<file path="config.mk">
export PLATFORM = sky130hd
export DESIGN_NAME = booth_op_sequencer_flat
export DESIGN_NICKNAME = d
export VERILOG_FILES = /design/src/rtl/booth_pkg.sv /design/src/rtl/booth_op_sequencer_if.sv /design/src/rtl/booth_op_fifo.sv /design/src/rtl/booth_op_sequencer.sv /design/src/flat_wrapper.sv
export SDC_FILE = /design/constraint.sdc
export NUM_CORES = 1
export LEC_CHECK = 0
export CAP_MARGIN = 20
export CELL_PAD_IN_SITES_DETAIL_PLACEMENT = 0
export CELL_PAD_IN_SITES_GLOBAL_PLACEMENT = 1
export CORE_AREA = 2 2 99 101
export DETAILED_ROUTE_END_ITERATION = 16
export DIE_AREA = 0 0 101 103
export PLACE_DENSITY_LB_ADDON = 0.1
export SETUP_SLACK_MARGIN = 0.02
export SYNTH_ARGS = -nofsm -noshare
export SYNTH_HDL_FRONTEND = slang
export SYNTH_SLANG_ARGS = --single-unit
</file>
<file path="constraint.sdc">
create_clock -name clk_100MHz -period 6.2 [get_ports clk_100MHz]
set_clock_uncertainty 0.1 [all_clocks]
set_input_delay 1.55 -clock clk_100MHz [delete_from_list [all_inputs] [get_ports clk_100MHz]]
set_output_delay 1.55 -clock clk_100MHz [all_outputs]
set_load 0.03 [all_outputs]
</file>
<file path="src/rtl/booth_pkg.sv">
// Shared definitions for the Booth operand sequencer: default sizes, FSM encoding and the FIFO count-width helper.
package booth_pkg;

    localparam int N_DEF     = 8;
    localparam int LAT_DEF   = 6;
    localparam int DEPTH_DEF = 4;

    typedef enum logic [1:0] {
        IDLE   = 2'd0,
        LAUNCH = 2'd1,
        WAIT   = 2'd2,
        HOLD   = 2'd3
    } state_t;

    // Occupancy counter must represent 0..depth inclusive.
    function automatic int cnt_w(input int depth);
        return $clog2(depth) + 1;
    endfunction

endpackage

</file>
<file path="src/rtl/booth_op_sequencer_if.sv">
// Operand stream, multiplier hookup and result stream of the Booth operand sequencer.
// BOOTH_OPERAND_ECHO_EN adds the out_m/out_q operand echo signals.
interface booth_op_sequencer_if #(parameter int N = 8);

    logic                  in_valid;
    logic                  in_ready;
    logic signed [N-1:0]   in_m;
    logic signed [N-1:0]   in_q;

    logic                  mul_start;
    logic signed [N-1:0]   mul_m;
    logic signed [N-1:0]   mul_q;
    logic signed [2*N-1:0] mul_ans;

    logic                  out_valid;
    logic                  out_ready;
    logic signed [2*N-1:0] out_ans;
`ifdef BOOTH_OPERAND_ECHO_EN
    logic signed [N-1:0]   out_m;
    logic signed [N-1:0]   out_q;
`endif

    modport master (
        input  in_valid, in_m, in_q, mul_ans, out_ready,
        output in_ready, mul_start, mul_m, mul_q, out_valid, out_ans
`ifdef BOOTH_OPERAND_ECHO_EN
        , output out_m, out_q
`endif
    );

    modport slave (
        output in_valid, in_m, in_q, mul_ans, out_ready,
        input  in_ready, mul_start, mul_m, mul_q, out_valid, out_ans
`ifdef BOOTH_OPERAND_ECHO_EN
        , input out_m, out_q
`endif
    );

endinterface

</file>
<file path="src/rtl/booth_op_fifo.sv">
// Operand-pair FIFO: DEPTH entries of W bits, first-word fall-through read, occupancy count.
module booth_op_fifo
    import booth_pkg::*;
#(
    parameter int W     = 16,
    parameter int DEPTH = 4
) (
    input  logic                    clk,
    input  logic                    rst_n,
    input  logic                    push,
    input  logic                    pop,
    input  logic [W-1:0]            wdata,
    output logic [W-1:0]            rdata,
    output logic [cnt_w(DEPTH)-1:0] count,
    output logic                    full,
    output logic                    empty
);

    localparam int AW = $clog2(DEPTH);
    localparam int CW = cnt_w(DEPTH);

    logic [W-1:0]  mem [DEPTH];
    logic [AW-1:0] wr_ptr;
    logic [AW-1:0] rd_ptr;
    logic          do_push;
    logic          do_pop;

    assign full    = (count == CW'(DEPTH));
    assign empty   = (count == '0);
    // A full FIFO refuses a push even when a pop frees a slot the same cycle.
    assign do_push = push && !full;
    assign do_pop  = pop && !empty;
    assign rdata   = mem[rd_ptr];

    always_ff @(posedge clk or negedge rst_n) begin
        if (!rst_n) begin
            wr_ptr <= '0;
            rd_ptr <= '0;
            count  <= '0;
        end else begin
            if (do_push) wr_ptr <= wr_ptr + 1'b1;
            if (do_pop)  rd_ptr <= rd_ptr + 1'b1;
            case ({do_push, do_pop})
                2'b10:   count <= count + 1'b1;
                2'b01:   count <= count - 1'b1;
                default: count <= count;
            endcase
        end
    end

    always_ff @(posedge clk) begin
        if (do_push) mem[wr_ptr] <= wdata;
    end

endmodule

</file>
<file path="src/rtl/booth_op_sequencer.sv">
// Issue stage for the radix-4 Booth multiplier: buffers operand pairs, launches one op at a time,
// captures the product after LAT cycles and holds it on a valid/ready stream. Option: BOOTH_OPERAND_ECHO_EN.
module booth_op_sequencer
    import booth_pkg::*;
#(
    parameter int N     = N_DEF,
    parameter int LAT   = LAT_DEF,
    parameter int DEPTH = DEPTH_DEF
) (
    input  logic                    clk_100MHz,
    input  logic                    rst_n,
    booth_op_sequencer_if.master    bus,
    output logic                    busy,
    output logic [cnt_w(DEPTH)-1:0] fifo_count
);

    localparam int LW = (LAT > 1) ? $clog2(LAT) : 1;

    state_t                state;
    state_t                state_next;
    logic [LW-1:0]         lat_cnt;
    logic                  pop;
    logic                  cap;
    logic                  fifo_empty;
    logic                  fifo_full;
    logic [2*N-1:0]        head;
    logic signed [N-1:0]   op_m;
    logic signed [N-1:0]   op_q;
    logic signed [2*N-1:0] ans;

    booth_op_fifo #(.W(2*N), .DEPTH(DEPTH)) u_fifo (
        .clk   (clk_100MHz),
        .rst_n (rst_n),
        .push  (bus.in_valid),
        .pop   (pop),
        .wdata ({bus.in_m, bus.in_q}),
        .rdata (head),
        .count (fifo_count),
        .full  (fifo_full),
        .empty (fifo_empty)
    );

    always_comb begin
        state_next = state;
        pop        = 1'b0;
        cap        = 1'b0;
        case (state)
            IDLE: begin
                if (!fifo_empty) begin
                    pop        = 1'b1;
                    state_next = LAUNCH;
                end
            end
            LAUNCH: state_next = WAIT;
            WAIT: begin
                if (lat_cnt == LW'(LAT - 1)) begin
                    cap        = 1'b1;
                    state_next = HOLD;
                end
            end
            HOLD: begin
                // Chain straight into the next launch so no IDLE bubble appears between ops.
                if (bus.out_ready) begin
                    if (!fifo_empty) begin
                        pop        = 1'b1;
                        state_next = LAUNCH;
                    end else begin
                        state_next = IDLE;
                    end
                end
            end
            default: state_next = IDLE;
        endcase
    end

    always_ff @(posedge clk_100MHz or negedge rst_n) begin
        if (!rst_n) begin
            state   <= IDLE;
            lat_cnt <= '0;
            op_m    <= '0;
            op_q    <= '0;
            ans     <= '0;
        end else begin
            state <= state_next;
            if (state == LAUNCH)    lat_cnt <= '0;
            else if (state == WAIT) lat_cnt <= lat_cnt + 1'b1;
            if (pop) begin
                op_m <= head[2*N-1:N];
                op_q <= head[N-1:0];
            end
            if (cap) ans <= bus.mul_ans;
        end
    end

`ifdef BOOTH_OPERAND_ECHO_EN
    logic signed [N-1:0] echo_m;
    logic signed [N-1:0] echo_q;

    always_ff @(posedge clk_100MHz or negedge rst_n) begin
        if (!rst_n) begin
            echo_m <= '0;
            echo_q <= '0;
        end else if (cap) begin
            echo_m <= op_m;
            echo_q <= op_q;
        end
    end

    assign bus.out_m = echo_m;
    assign bus.out_q = echo_q;
`endif

    // Handshake flags decode directly from state so reset clears them without a clock.
    assign bus.in_ready  = rst_n && !fifo_full;
    assign bus.mul_start = (state == LAUNCH);
    assign bus.mul_m     = op_m;
    assign bus.mul_q     = op_q;
    assign bus.out_valid = (state == HOLD);
    assign bus.out_ans   = ans;
    assign busy          = (state != IDLE);

endmodule

</file>
<file path="src/flat_wrapper.sv">
// flat-port wrapper written by rule: the top's interface ports become plain ports
module booth_op_sequencer_flat import booth_pkg::*;
#(
    parameter int N     = N_DEF,
    parameter int LAT   = LAT_DEF,
    parameter int DEPTH = DEPTH_DEF
)
  (clk_100MHz, rst_n, busy, fifo_count, bus_in_valid, bus_in_m, bus_in_q, bus_mul_ans, bus_out_ready, bus_in_ready, bus_mul_start, bus_mul_m, bus_mul_q, bus_out_valid, bus_out_ans);
  booth_op_sequencer_if #(.N(N)) bus_i ();
  input  logic clk_100MHz;
  input  logic rst_n;
  output logic busy;
  output logic [cnt_w(DEPTH)-1:0] fifo_count;
  input wire logic [$bits(bus_i.in_valid)-1:0] bus_in_valid;
  input wire logic [$bits(bus_i.in_m)-1:0] bus_in_m;
  input wire logic [$bits(bus_i.in_q)-1:0] bus_in_q;
  input wire logic [$bits(bus_i.mul_ans)-1:0] bus_mul_ans;
  input wire logic [$bits(bus_i.out_ready)-1:0] bus_out_ready;
  output wire logic [$bits(bus_i.in_ready)-1:0] bus_in_ready;
  output wire logic [$bits(bus_i.mul_start)-1:0] bus_mul_start;
  output wire logic [$bits(bus_i.mul_m)-1:0] bus_mul_m;
  output wire logic [$bits(bus_i.mul_q)-1:0] bus_mul_q;
  output wire logic [$bits(bus_i.out_valid)-1:0] bus_out_valid;
  output wire logic [$bits(bus_i.out_ans)-1:0] bus_out_ans;
  assign bus_i.in_valid = bus_in_valid;
  assign bus_i.in_m = bus_in_m;
  assign bus_i.in_q = bus_in_q;
  assign bus_i.mul_ans = bus_mul_ans;
  assign bus_i.out_ready = bus_out_ready;
  assign bus_in_ready = bus_i.in_ready;
  assign bus_mul_start = bus_i.mul_start;
  assign bus_mul_m = bus_i.mul_m;
  assign bus_mul_q = bus_i.mul_q;
  assign bus_out_valid = bus_i.out_valid;
  assign bus_out_ans = bus_i.out_ans;
  booth_op_sequencer #(.N(N), .LAT(LAT), .DEPTH(DEPTH)) u_core (.clk_100MHz(clk_100MHz), .rst_n(rst_n), .bus(bus_i), .busy(busy), .fifo_count(fifo_count));
endmodule
</file>
==> metrics <==
status=finished clean; die width=~100 um; initial antenna violation count=0; starting density of the core=0.462; crit path launch type=input port; nets@finish=354; FF/Latch Area=3020 um^2; CTS tree=done; post-route antenna net violation count=0; min cycle time layout=4.15 ns; commonest non-fill, non-tap cell in the layout=clkdlybuf4s50_1; Leak Pwr=0.00203 uW; Longest Clk Path Bufs=2; R2R setup slack=3.44 ns; PwrDens=520 nW/um^2; Critical Path RT=4.55 ns; worst setup path end=bus_in_ready; via count=roughly 2200; Starting DRT DRC Count=88; final worst slack=2.05 ns; post-CTS setup buffers=0; DP Worst Slack=~2 ns; syn nets=274; vias in the first global route=between 2000 and 2500; worst reg2reg path endpoint=u_core.u_fifo.count[2]; Crit. Startpoint=rst_n; Syn Area/Cell=19.4 um^2; final-layout fill cell count=726; # H-tree levels=3; Pre-Repair DR Iteration Count=4; crit path capture type=primary output; clock root buffer=clkbuf_8; Top FF cell, synth=edfxtp_1; final wirelength=between 7 and 8 mm; slew margin rel.=0.323; Die Area=roughly 10000 um^2; EDFF count, synth=64; Max FO, Critical Path=2; Post-route DRC=0; core area=9460 um^2; via/cell ratio=~5.1; #FFs+latches synth=roughly 110; non-filler cells, final=424; largest net degree at the start of global routing=45; IO Pins=75; asr flop ratio synth=0.407; Synth Cell Area=4370 um^2; fin crit share=0.669; maxcap violations=0; r2r worst-path depth=10; GR Layer Usage met2=0.230; GRT met3 Usage=0.0292; Hold Crit Class=register to register; placed cell count=slightly above 400; first-pass GRT wire length=roughly 11 mm; Slew Limit Fails=0; Top Usage Layer GRT=met2; gpl congestion=slightly above 0.7; Post-CTS Resized=0; setup TNS=0 ns; RR Startpoint=u_core.state[0]; fmax=~0.24 GHz; layout cell share with drive strength beyond 1=0.203; commonest non-fill, non-tap cells in the layout=73 x clkdlybuf4s50_1, 64 x edfxtp_1, 44 x dfrtp_1; met1 Use GR=0.197; gr ovfl total=0; Reg clk slew, reported paths=0.09 ns; Final Hold Fails=0; die height=103 um; Worst-Skew Late Latency=0.36 ns; CTS buffer count=9; multi-input logic area=~1200 um^2; CTS sink cnt=~110; DP HPWL=4.56 mm; std cell rows=36; final setup fails=0; kind of critical path=input port to primary output; area grow syn2layout=22.9%; CP Data Arrival Time=approximately 2.5 ns; Slew @ Worst Pin=around 1 ns; hold_buf cts=0; total track usage=0.144; YS warnings=0; Mapped Cells=225; I/O Buffers=74; RSZ-0062 raised after global routing=false; DR WL/cell=16.9 um; final instance area=approximately 5400 um^2; post-synthesis sequential area ratio=0.692; # diodes=0; DP Area=roughly 5200 um^2; count of cell types in the netlist=33; Worst VDD drop=0.000174 V
per-layer routing:
layer	routed length [um]	vias to the layer above
met2	3400	49
met3	335	8
met1	3340	1083
met4	85	0
met5	0	-
li1	-	1019
where the power goes:
group,internal [uW],total [uW],leakage [uW],switching [uW]
Combinational,620,1230,0.000837,607
Clock,153,393,0.0000900,239
Sequential,1010,1170,0.00110,163
flip-flops by register name, indices dropped and copies added, names as in the netlist, 3 cells and up:
register,flops
u_core.u_fifo.count,3
u_core.lat_cnt,3
u_core.bus.out_ans,16
u_core.bus.mul_q,8
u_core.bus.mul_m,8
u_core.u_fifo.mem,64
worst min-delay path by stage:
stage	from	end	slack [ns]	depth (start not counted)
floorplan	u_core.lat_cnt[1]	u_core.lat_cnt[1]	0.42	2
CTS	u_core.bus.out_ans[5]	u_core.bus.out_ans[5]	0.42	1
finish	u_core.bus.out_ans[5]	u_core.bus.out_ans[5]	0.41	1
detailed placement	u_core.bus.out_ans[13]	u_core.bus.out_ans[13]	0.39	1
global placement	u_core.bus.out_ans[13]	u_core.bus.out_ans[13]	0.39	1
global route	u_core.bus.out_ans[5]	u_core.bus.out_ans[5]	0.43	1
final cells by class:
| type | instances | area share |
|---|---|---|
| Clock buffer | 11 | 0.0245 |
| Clock inverter | 5 | 0.00862 |
| Inverter | 11 | 0.00769 |
| Multi-Input combinational cell | 99 | 0.230 |
| Sequential cell | 108 | 0.563 |
| Tap cell | 114 | 0.0266 |
| Timing Repair Buffer | 76 | 0.140 |
stage by stage:
stage | util | hold slack, ns | power (uW)
2_1_floorplan | - | 0.423 | 2040
3_3_place_gp | 0.549 | 0.386 | 2420
3_5_place_dp | 0.549 | 0.391 | 2440
4_1_cts | 0.568 | 0.415 | 2840
5_1_grt | 0.568 | 0.428 | 2970
6_report | 0.568 | 0.410 | 2790
kinds of logic after synthesis:
family,Yosys count,share of synthesized area
mux,52,0.189
flops,108,0.692
fa+ha+maj,13,0.0390
simple gates,16,0.0246
buf+inv,18,0.0252
xor+xnor,6,0.0120
compound gates,12,0.0183
Yosys cell counts, drive strengths merged (3+ instances only):
cell | count | share of area
a21boi | 3 | 0.0052
and2 | 4 | 0.0057
buf | 6 | 0.015
dfrtp | 44 | 0.25
edfxtp | 64 | 0.44
ha | 12 | 0.034
inv | 11 | 0.0095
mux2 | 35 | 0.097
mux4 | 16 | 0.089
nor2 | 4 | 0.0034
o21ai | 3 | 0.0034
xor2 | 4 | 0.0080
critical path, stage by stage:
cell	delay, ns
buf_2	0.09
a21boi_0	0.16
clkdlybuf4s50_1	0.69
Power figures use the tool's default switching activity.
